File: src/rtl/mem_interface_if.sv
// Bundled bus-side and memory-side signals of the MAR/MDR memory stage.
// The master modport is the stage itself; the slave modport is its surroundings.
interface mem_interface_if #(
    parameter int ADDR_WIDTH = 9,
    parameter int DATA_WIDTH = 32
);
    logic [DATA_WIDTH-1:0] bus_in;
    logic [DATA_WIDTH-1:0] bus_out;
    logic                  mari;
    logic                  mdri;
    logic                  mdro;
    logic                  read;
    logic                  write;
    logic                  busy;
    logic                  done;
    logic                  err;
    logic [ADDR_WIDTH-1:0] mem_addr;
    logic [DATA_WIDTH-1:0] mem_wdata;
    logic                  mem_rd;
    logic                  mem_wr;
    logic [DATA_WIDTH-1:0] mem_rdata;
    logic                  mem_ready;

    modport master (
        input  bus_in, mari, mdri, mdro, read, write, mem_rdata, mem_ready,
        output bus_out, busy, done, err, mem_addr, mem_wdata, mem_rd, mem_wr
    );

    modport slave (
        output bus_in, mari, mdri, mdro, read, write, mem_rdata, mem_ready,
        input  bus_out, busy, done, err, mem_addr, mem_wdata, mem_rd, mem_wr
    );
endinterface

File: src/rtl/mem_interface.sv
// MAR/MDR memory stage: latches address/data from the internal bus and runs
// handshaked RAM reads/writes with a timeout, reporting busy/done/err.
module mem_interface #(
    parameter int ADDR_WIDTH = 9,
    parameter int DATA_WIDTH = 32,
    parameter int TIMEOUT    = 15
) (
    input logic              clock,
    input logic              reset,
    mem_interface_if.master  bus
);
    localparam logic [1:0] IDLE = 2'd0;
    localparam logic [1:0] RD   = 2'd1;
    localparam logic [1:0] WR   = 2'd2;

    localparam int CW = (TIMEOUT > 1) ? $clog2(TIMEOUT) : 1;
    localparam logic [CW-1:0] LAST = CW'(TIMEOUT - 1);

    logic [1:0]            state;
    logic [CW-1:0]         counter;
    logic [ADDR_WIDTH-1:0] mar;
    logic [DATA_WIDTH-1:0] mdr;
    logic                  done_q;
    logic                  err_q;

    // Counter holds the number of cycles already spent waiting; the access
    // aborts on the TIMEOUT-th cycle without mem_ready.
    always_ff @(posedge clock) begin
        if (reset) begin
            state   <= IDLE;
            counter <= '0;
            mar     <= '0;
            mdr     <= '0;
            done_q  <= 1'b0;
            err_q   <= 1'b0;
        end else begin
            done_q <= 1'b0;
            err_q  <= 1'b0;
            case (state)
                IDLE: begin
                    counter <= '0;
                    if (bus.mari)
                        mar <= bus.bus_in[ADDR_WIDTH-1:0];
                    if (bus.mdri)
                        mdr <= bus.bus_in;
                    if (bus.read && bus.write)
                        err_q <= 1'b1;
                    else if (bus.read)
                        state <= RD;
                    else if (bus.write)
                        state <= WR;
                end
                RD: begin
                    if (bus.mem_ready) begin
                        mdr    <= bus.mem_rdata;
                        state  <= IDLE;
                        done_q <= 1'b1;
                    end else if (counter == LAST) begin
                        state <= IDLE;
                        err_q <= 1'b1;
                    end else begin
                        counter <= counter + CW'(1);
                    end
                end
                WR: begin
                    if (bus.mem_ready) begin
                        state  <= IDLE;
                        done_q <= 1'b1;
                    end else if (counter == LAST) begin
                        state <= IDLE;
                        err_q <= 1'b1;
                    end else begin
                        counter <= counter + CW'(1);
                    end
                end
                default: state <= IDLE;
            endcase
        end
    end

    assign bus.bus_out   = bus.mdro ? mdr : '0;
    assign bus.busy      = (state != IDLE);
    assign bus.done      = done_q;
    assign bus.err       = err_q;
    assign bus.mem_addr  = mar;
    assign bus.mem_wdata = mdr;
    assign bus.mem_rd    = (state == RD);
    assign bus.mem_wr    = (state == WR);
endmodule

File: src/flat_wrapper.sv
// flat-port wrapper written by rule: the top's interface ports become plain ports
module mem_interface_flat 
#(
    parameter int ADDR_WIDTH = 9,
    parameter int DATA_WIDTH = 32,
    parameter int TIMEOUT    = 15
)
  (clock, reset, bus_bus_in, bus_mari, bus_mdri, bus_mdro, bus_read, bus_write, bus_mem_rdata, bus_mem_ready, bus_bus_out, bus_busy, bus_done, bus_err, bus_mem_addr, bus_mem_wdata, bus_mem_rd, bus_mem_wr);
  mem_interface_if #(.ADDR_WIDTH(ADDR_WIDTH), .DATA_WIDTH(DATA_WIDTH)) bus_i ();
  input logic clock;
  input logic reset;
  input wire logic [$bits(bus_i.bus_in)-1:0] bus_bus_in;
  input wire logic [$bits(bus_i.mari)-1:0] bus_mari;
  input wire logic [$bits(bus_i.mdri)-1:0] bus_mdri;
  input wire logic [$bits(bus_i.mdro)-1:0] bus_mdro;
  input wire logic [$bits(bus_i.read)-1:0] bus_read;
  input wire logic [$bits(bus_i.write)-1:0] bus_write;
  input wire logic [$bits(bus_i.mem_rdata)-1:0] bus_mem_rdata;
  input wire logic [$bits(bus_i.mem_ready)-1:0] bus_mem_ready;
  output wire logic [$bits(bus_i.bus_out)-1:0] bus_bus_out;
  output wire logic [$bits(bus_i.busy)-1:0] bus_busy;
  output wire logic [$bits(bus_i.done)-1:0] bus_done;
  output wire logic [$bits(bus_i.err)-1:0] bus_err;
  output wire logic [$bits(bus_i.mem_addr)-1:0] bus_mem_addr;
  output wire logic [$bits(bus_i.mem_wdata)-1:0] bus_mem_wdata;
  output wire logic [$bits(bus_i.mem_rd)-1:0] bus_mem_rd;
  output wire logic [$bits(bus_i.mem_wr)-1:0] bus_mem_wr;
  assign bus_i.bus_in = bus_bus_in;
  assign bus_i.mari = bus_mari;
  assign bus_i.mdri = bus_mdri;
  assign bus_i.mdro = bus_mdro;
  assign bus_i.read = bus_read;
  assign bus_i.write = bus_write;
  assign bus_i.mem_rdata = bus_mem_rdata;
  assign bus_i.mem_ready = bus_mem_ready;
  assign bus_bus_out = bus_i.bus_out;
  assign bus_busy = bus_i.busy;
  assign bus_done = bus_i.done;
  assign bus_err = bus_i.err;
  assign bus_mem_addr = bus_i.mem_addr;
  assign bus_mem_wdata = bus_i.mem_wdata;
  assign bus_mem_rd = bus_i.mem_rd;
  assign bus_mem_wr = bus_i.mem_wr;
  mem_interface #(.ADDR_WIDTH(ADDR_WIDTH), .DATA_WIDTH(DATA_WIDTH), .TIMEOUT(TIMEOUT)) u_core (.clock(clock), .reset(reset), .bus(bus_i));
endmodule
File: config.mk
export PLATFORM = sky130hd
export DESIGN_NAME = mem_interface_flat
export DESIGN_NICKNAME = d
export VERILOG_FILES = /design/src/rtl/mem_interface_if.sv /design/src/rtl/mem_interface.sv /design/src/flat_wrapper.sv
export SDC_FILE = /design/constraint.sdc
export NUM_CORES = 1
export LEC_CHECK = 0
export CAP_MARGIN = 30
export CORE_ASPECT_RATIO = 2
export CORE_UTILIZATION = 41
export DETAILED_ROUTE_END_ITERATION = 8
export GPL_TIMING_DRIVEN = 0
export PLACE_DENSITY = 0.84
export SLEW_MARGIN = 20
export SYNTH_ARGS = -nofsm -noshare
export SYNTH_HDL_FRONTEND = slang
export SYNTH_SLANG_ARGS = --single-unit
File: constraint.sdc
create_clock -name clock -period 3.1 [get_ports clock]
set_input_delay 0.31 -clock clock [delete_from_list [all_inputs] [get_ports clock]]
set_output_delay 0.31 -clock clock [all_outputs]
set_load 0.1 [all_outputs]
Word level (Yosys, flattened, before mapping)
Cells that the tools add are included.
{"block": "totals", "ff_bits": 49, "in_bits": 72, "elab_cells": 47}
{"block": "classes", "add_sub_neg": 1, "n_bitwise": 1, "reduce_logical": 11, "eq_ne": 10, "n_mux": 18}
{"cell": "$mux W32", "n": 3}
{"cell": "$pmux W32 S2", "n": 1}
{"cell": "$mux W2", "n": 5}
{"cell": "$ne A2 B2 Y1 const B", "n": 5}
{"cell": "$reduce_and A3 Y1", "n": 3}
{"cell": "$mux W4", "n": 2}
{"cell": "$pmux W4 S2", "n": 1}
{"cell": "$reduce_bool A2 Y1", "n": 3}
{"cell": "$add A4 B1 Y4 const B", "n": 1}
{"cell": "$eq A4 B4 Y1 const B", "n": 1}
{"cell": "$mux W1", "n": 4}
{"cell": "$pmux W2 S2", "n": 1}
{"cell": "$reduce_or A2 Y1", "n": 2}
{"cell": "$ne A3 B1 Y1 const B", "n": 1}
{"cell": "$ne A3 B3 Y1 const B", "n": 1}
{"cell": "$eq A2 B1 Y1 const B", "n": 1}
{"cell": "$eq A2 B2 Y1 const B", "n": 1}
{"cell": "$logic_not A2 Y1", "n": 1}
{"cell": "$pmux W1 S2", "n": 1}
{"cell": "$reduce_and A2 Y1", "n": 1}
{"cell": "$logic_and A1 B1 Y1", "n": 1}
{"cell": "$not A1 Y1", "n": 1}

Longest topological paths before layout
{"block": "depth", "ltp_word": 4, "ltp_mapped": 8, "ltp_nobuf": 6}

Least setup slack after synthesis
No wires, ideal clock.
{"block": "synth_timing", "path_type": "flip-flop to flip-flop", "from": "reg u_core.state[1]", "to": "reg u_core.mdr[14], in the netlist u_core.bus.mem_wdata[14]", "stages_incl_launch_ff": 8, "path_buffers": 2, "arrival_time_ns": 2.252, "setup_time_ns": 0.146, "t_required_ns": 2.954, "setup_slack_ns": 0.702, "period_less_slack_ns": 2.398, "path_cell_list": "dfxtp_1 > inv_1 > ha_1 > buf_2 > mux2i_1 > a21oi_4 > buf_2 > a211oi_2"}
{"block": "synth_via", "elab_chain_cells": 3, "word_cells_on_any_way": 7, "classes_between": "3 x eq/ne; 1 x mux; 3 x reduce/logical"}
{"element": "start, declared", "line_no": "mem_interface.sv:19", "source": "logic [1:0] state;"}
{"element": "start signal, assigned", "line_no": "mem_interface.sv:30", "source": "state <= IDLE;"}
{"element": "start signal, assigned", "line_no": "mem_interface.sv:49", "source": "state <= RD;"}
{"element": "start signal, assigned", "line_no": "mem_interface.sv:51", "source": "state <= WR;"}
{"element": "$eq A2 B1 Y1 *"}
{"element": "via bus_mem_rd", "line_no": "flat_wrapper.sv:26", "source": "output wire logic [$bits(bus_i.mem_rd)-1:0] bus_mem_rd;"}
{"element": "$ne A2 B2 Y1 (no line) / $reduce_bool A2 Y1 (equally long branches)"}
{"element": "$reduce_and A3 Y1 (no line)"}
{"element": "end signal, assigned", "line_no": "mem_interface.sv:45", "source": "mdr <= bus.bus_in;"}
{"element": "end signal, assigned", "line_no": "mem_interface.sv:55", "source": "mdr <= bus.mem_rdata;"}
{"element": "end, declared", "line_no": "mem_interface.sv:22", "source": "logic [DATA_WIDTH-1:0] mdr;"}
The timed path passes the listed nets; every way through them passes the cells marked *.
A chain may end at the register's enable or synchronous reset.

Worst setup path after layout
{"block": "layout_timing", "from": "in bus_mdro", "to": "out bus_bus_out[5]"}
{"block": "layout_via", "elab_chain_cells": 1}
{"element": "start, declared", "line_no": "flat_wrapper.sv:15", "source": "input wire logic [$bits(bus_i.mdro)-1:0] bus_mdro;"}
{"element": "$mux W32", "line_no": "mem_interface.sv:81", "source": "assign bus.bus_out = bus.mdro ? mdr : '0;"}
{"element": "end, declared", "line_no": "flat_wrapper.sv:20", "source": "output wire logic [$bits(bus_i.bus_out)-1:0] bus_bus_out;"}
Every way passes these cells.

==> out/results.ini <==
[sta]
final-hold-violation-count = 0
setup-tns-final_ps = 0
worst-slew-pin-transition_ps = 1000
timing.max_slew.rel_slack_pct = 32.8
layout_min_cycle_time_ps = 2840
setup_repair_after_global_routing_missed_its_margin = no
timing.hold.ws_ps = 463
finalSetupViolations = 0
post-route-period-util_pct = 91.5
worst_clock_skew_ps = 5.49
final_max_slew_viol_count = 0
max_freq_mhz = 353

[pwr]
pwr_density_cell_nw_per_um2 = 632
power.static_leakage_nw = 1.57
fin_total_pwr_mw = 2.73
switching_power_share_of_the_total_pct = 48.2
maximum_vdd_drop_v = 0.000422
clockPowerShare_pct = 20.2
internal-power_mw = 1.42
power.combinational.fraction_pct = 52.0
p_sw_mw = 1.32
pwr-share-seq_pct = 27.7

[min_path]
holdCritPathClass = reg -> reg
hold_path_start = u_core.bus.mem_addr[0]
whs_endpoint = u_core.bus.mem_addr[0]
holdPathStages = 2

[die]
coreArea_sq_um = 6060
die_area_sq_um = 6670
row_count = 40
die_width_um = 58.3
initial_core_util_pct = 42.9
floorplan.io_pins = 150
die_height_um = 115

[worst_setup_path]
worst_path_maximum_fanout = 10
crit_type = in -> out
cp.required_ps = 2790
worst-r2r-cell-count = 7
critical_path.reg2reg.startpoint = u_core.state[0]
setup.reg_to_reg.worst_slack_ps = 1160
r2r_end = u_core.bus.mem_wdata[16]
timing.critical_path.arrival_ps = 2530
worstSetupStartpointType = input port
endpoint_kind = output pin

[placed_design]
globalplace.congestion = 0.810
port_buffers = 147
final_hpwl_dp_um = 6560
place.detailed.instances = 510

[route]
detailedRoute.firstIterationViolations = 87
drc = 0
detailroute.via_count = 2613
drtPass1Iterations = 4
antenna_violating_nets_remaining = 0
post_drt_via_cell_ratio = 5.04
routed_wire_length_um = 8000
drt-wirelength-per-cell_um = 15.4

[global_routing]
number_of_global_route_vias_before_repair = 2569
grt_util_all_layers_pct = 24.2
grt_antenna_before_repair = 0
grt-ovfl-total = 0
first_pass_grt_wire_length_um = 12300
maximum_number_of_pins_on_one_net_before_global_route_repair = 16

[cts]
cts-htree-levels = 2
post_cts_resize_count = 0
cts_inserted_buffers = 5
clock-root-buffer = sky130_fd_sc_hd__clkbuf_16
cts_setup_buffers = 0
tritoncts = built
worstSkewPairLatency_ps = 290
clockBufferDepth = 2
clkSlewWorstSetupHoldPaths_ps = 70
number_of_hold_repair_buffers_added_at_the_cts_stage = 0
cts.sink_count = 49

[run]
drv.max_cap_violation_count = 0

[layout]
filler_cell_count = 498
count_of_non_filler_cells_in_the_finished_layout = 518
area_growth_pct = 66.6
fin_nets = 512
layout_commonest_cell = sky130_fd_sc_hd__clkdlybuf4s50_1
antenna_cells_inserted = 0
mostFrequentLayoutCells = sky130_fd_sc_hd__clkdlybuf4s50_1 (147), sky130_fd_sc_hd__dfxtp_1 (49), sky130_fd_sc_hd__nor2_1 (37)
post_route_cells_drive_above_1_share_pct = 11.3

[yosys]
synthesis.nets = 358
synthesis.instances = 279
syn-mean-instance-area_sq_um = 9.30
netlist.top_cell.by_area = sky130_fd_sc_hd__dfxtp_1
syn_area_sq_um = 2590
synth_cell_types = 27
area_share_of_the_largest_cell_type_after_synthesis_pct = 37.8
yosys_warnings = 0
synth_area_leaders = sky130_fd_sc_hd__dfxtp_1 (38%), sky130_fd_sc_hd__a211oi_2 (14%), sky130_fd_sc_hd__mux2i_1 (13%), sky130_fd_sc_hd__and2_1 (8.0%), sky130_fd_sc_hd__nor2_1 (5.4%)
synth_seq_area_share_pct = 37.8
ys_seq_elements = 49

[outcome]
status = finished, final reports clean

-- per-layer routing --
metal / part of all wire, % / wire length [um] / vias to the layer above / track usage (%)
li1: - / - / 1273 / -
met1: 35 / 2810 / 1224 / 23.8
met2: 58 / 4620 / 96 / 47.7
met3: 3.8 / 305 / 20 / 2.94
met4: 3.3 / 264 / 0 / 11.0
met5: 0 / 0 / - / 0
-- synthesized netlist by cell type --
cell type                   n
sky130_fd_sc_hd__a211oi_1   5
sky130_fd_sc_hd__a211oi_2  28
sky130_fd_sc_hd__a21boi_0   1
sky130_fd_sc_hd__a21o_1     1
sky130_fd_sc_hd__a21oi_1   13
sky130_fd_sc_hd__a21oi_4    1
sky130_fd_sc_hd__a31oi_1    2
sky130_fd_sc_hd__and2_1    33
sky130_fd_sc_hd__buf_1      1
sky130_fd_sc_hd__buf_2      6
sky130_fd_sc_hd__buf_4      2
sky130_fd_sc_hd__buf_6      3
sky130_fd_sc_hd__clkbuf_1   9
sky130_fd_sc_hd__dfxtp_1   49
sky130_fd_sc_hd__ha_1       7
sky130_fd_sc_hd__inv_1      5
sky130_fd_sc_hd__mux2_2     1
sky130_fd_sc_hd__mux2i_1   33
sky130_fd_sc_hd__nand2_1   16
sky130_fd_sc_hd__nand2b_1   5
sky130_fd_sc_hd__nand3_1   13
sky130_fd_sc_hd__nand4_1    1
sky130_fd_sc_hd__nor2_1    37
sky130_fd_sc_hd__nor2b_1    1
sky130_fd_sc_hd__nor4b_1    1
sky130_fd_sc_hd__o21ai_0    1
sky130_fd_sc_hd__or3_1      4
-- worst max path at each step --
stage	slack, ps	startpoint	depth (start not counted)	endpoint
detailed placement	210	bus_mdro	4	bus_bus_out[5]
CTS	210	bus_mdro	4	bus_bus_out[5]
finish	260	bus_mdro	4	bus_bus_out[5]
floorplan	700	u_core.state[1]	7	u_core.bus.mem_wdata[14]
global placement	260	bus_mdro	4	bus_bus_out[5]
global route	110	bus_mdro	4	bus_bus_out[5]
-- registers in the layout (all words and copies together), names as in the netlist --
| signal | count |
|---|---|
| u_core.bus.done | 1 |
| u_core.bus.mem_wdata | 32 |
| u_core.bus.mem_addr | 9 |
| u_core.bus.err | 1 |
| u_core.counter | 4 |
| u_core.state | 2 |
-- cell type report --
cell class	count	area (sq um)	area share (%)
Buffer	21	116	2.69
Clock buffer	6	139	3.21
Clock inverter	2	13.8	0.318
Inverter	5	18.8	0.434
Multi-Input combinational cell	204	1480	34.2
Sequential cell	49	981	22.7
Tap cell	84	105	2.43
Timing Repair Buffer	147	1470	34.0
-- power groups by stage --
stage | registers, mW | clock network (mW) | logic [mW]
after detailed placement | 0.772 | 0 | 1.43
after global placement | 0.768 | 0 | 1.41
final | 0.758 | 0.553 | 1.42
after global routing | 0.768 | 0.591 | 1.47
after floorplan | 1.24 | 0 | 0.584
after CTS | 0.758 | 0.566 | 1.43
-- critical path: stages --
cell,delay [ps]
sky130_fd_sc_hd__clkdlybuf4s50_1,540
sky130_fd_sc_hd__clkbuf_1,330
sky130_fd_sc_hd__and2_1,210
sky130_fd_sc_hd__clkdlybuf4s50_1,1140
-- cells by family (layout without fill, tap and decap cells) --
| group | Yosys count | count (layout) | synth area share [%] |
|---|---|---|---|
| muxes | 34 | 34 | 13.2 |
| buffers and inverters | 26 | 181 | 5.21 |
| adders and majority gates | 7 | 7 | 3.37 |
| DFF | 49 | 49 | 37.8 |
| AOI/OAI and AO/OA | 52 | 52 | 19.3 |
| and+or+nand+nor | 111 | 111 | 21.1 |
-- stage by stage --
| step | setup slack (ps) | util, % | area [sq um] |
|---|---|---|---|
| 3_3_place_gp | 255 | 68.9 | 4170 |
| 4_1_cts | 209 | 71.4 | 4320 |
| 3_5_place_dp | 215 | 68.9 | 4170 |
| 6_report | 263 | 71.4 | 4320 |
| 2_1_floorplan | 702 | - | 2590 |
| 5_1_grt | 112 | 71.4 | 4320 |
Power figures use the tool's default switching activity.
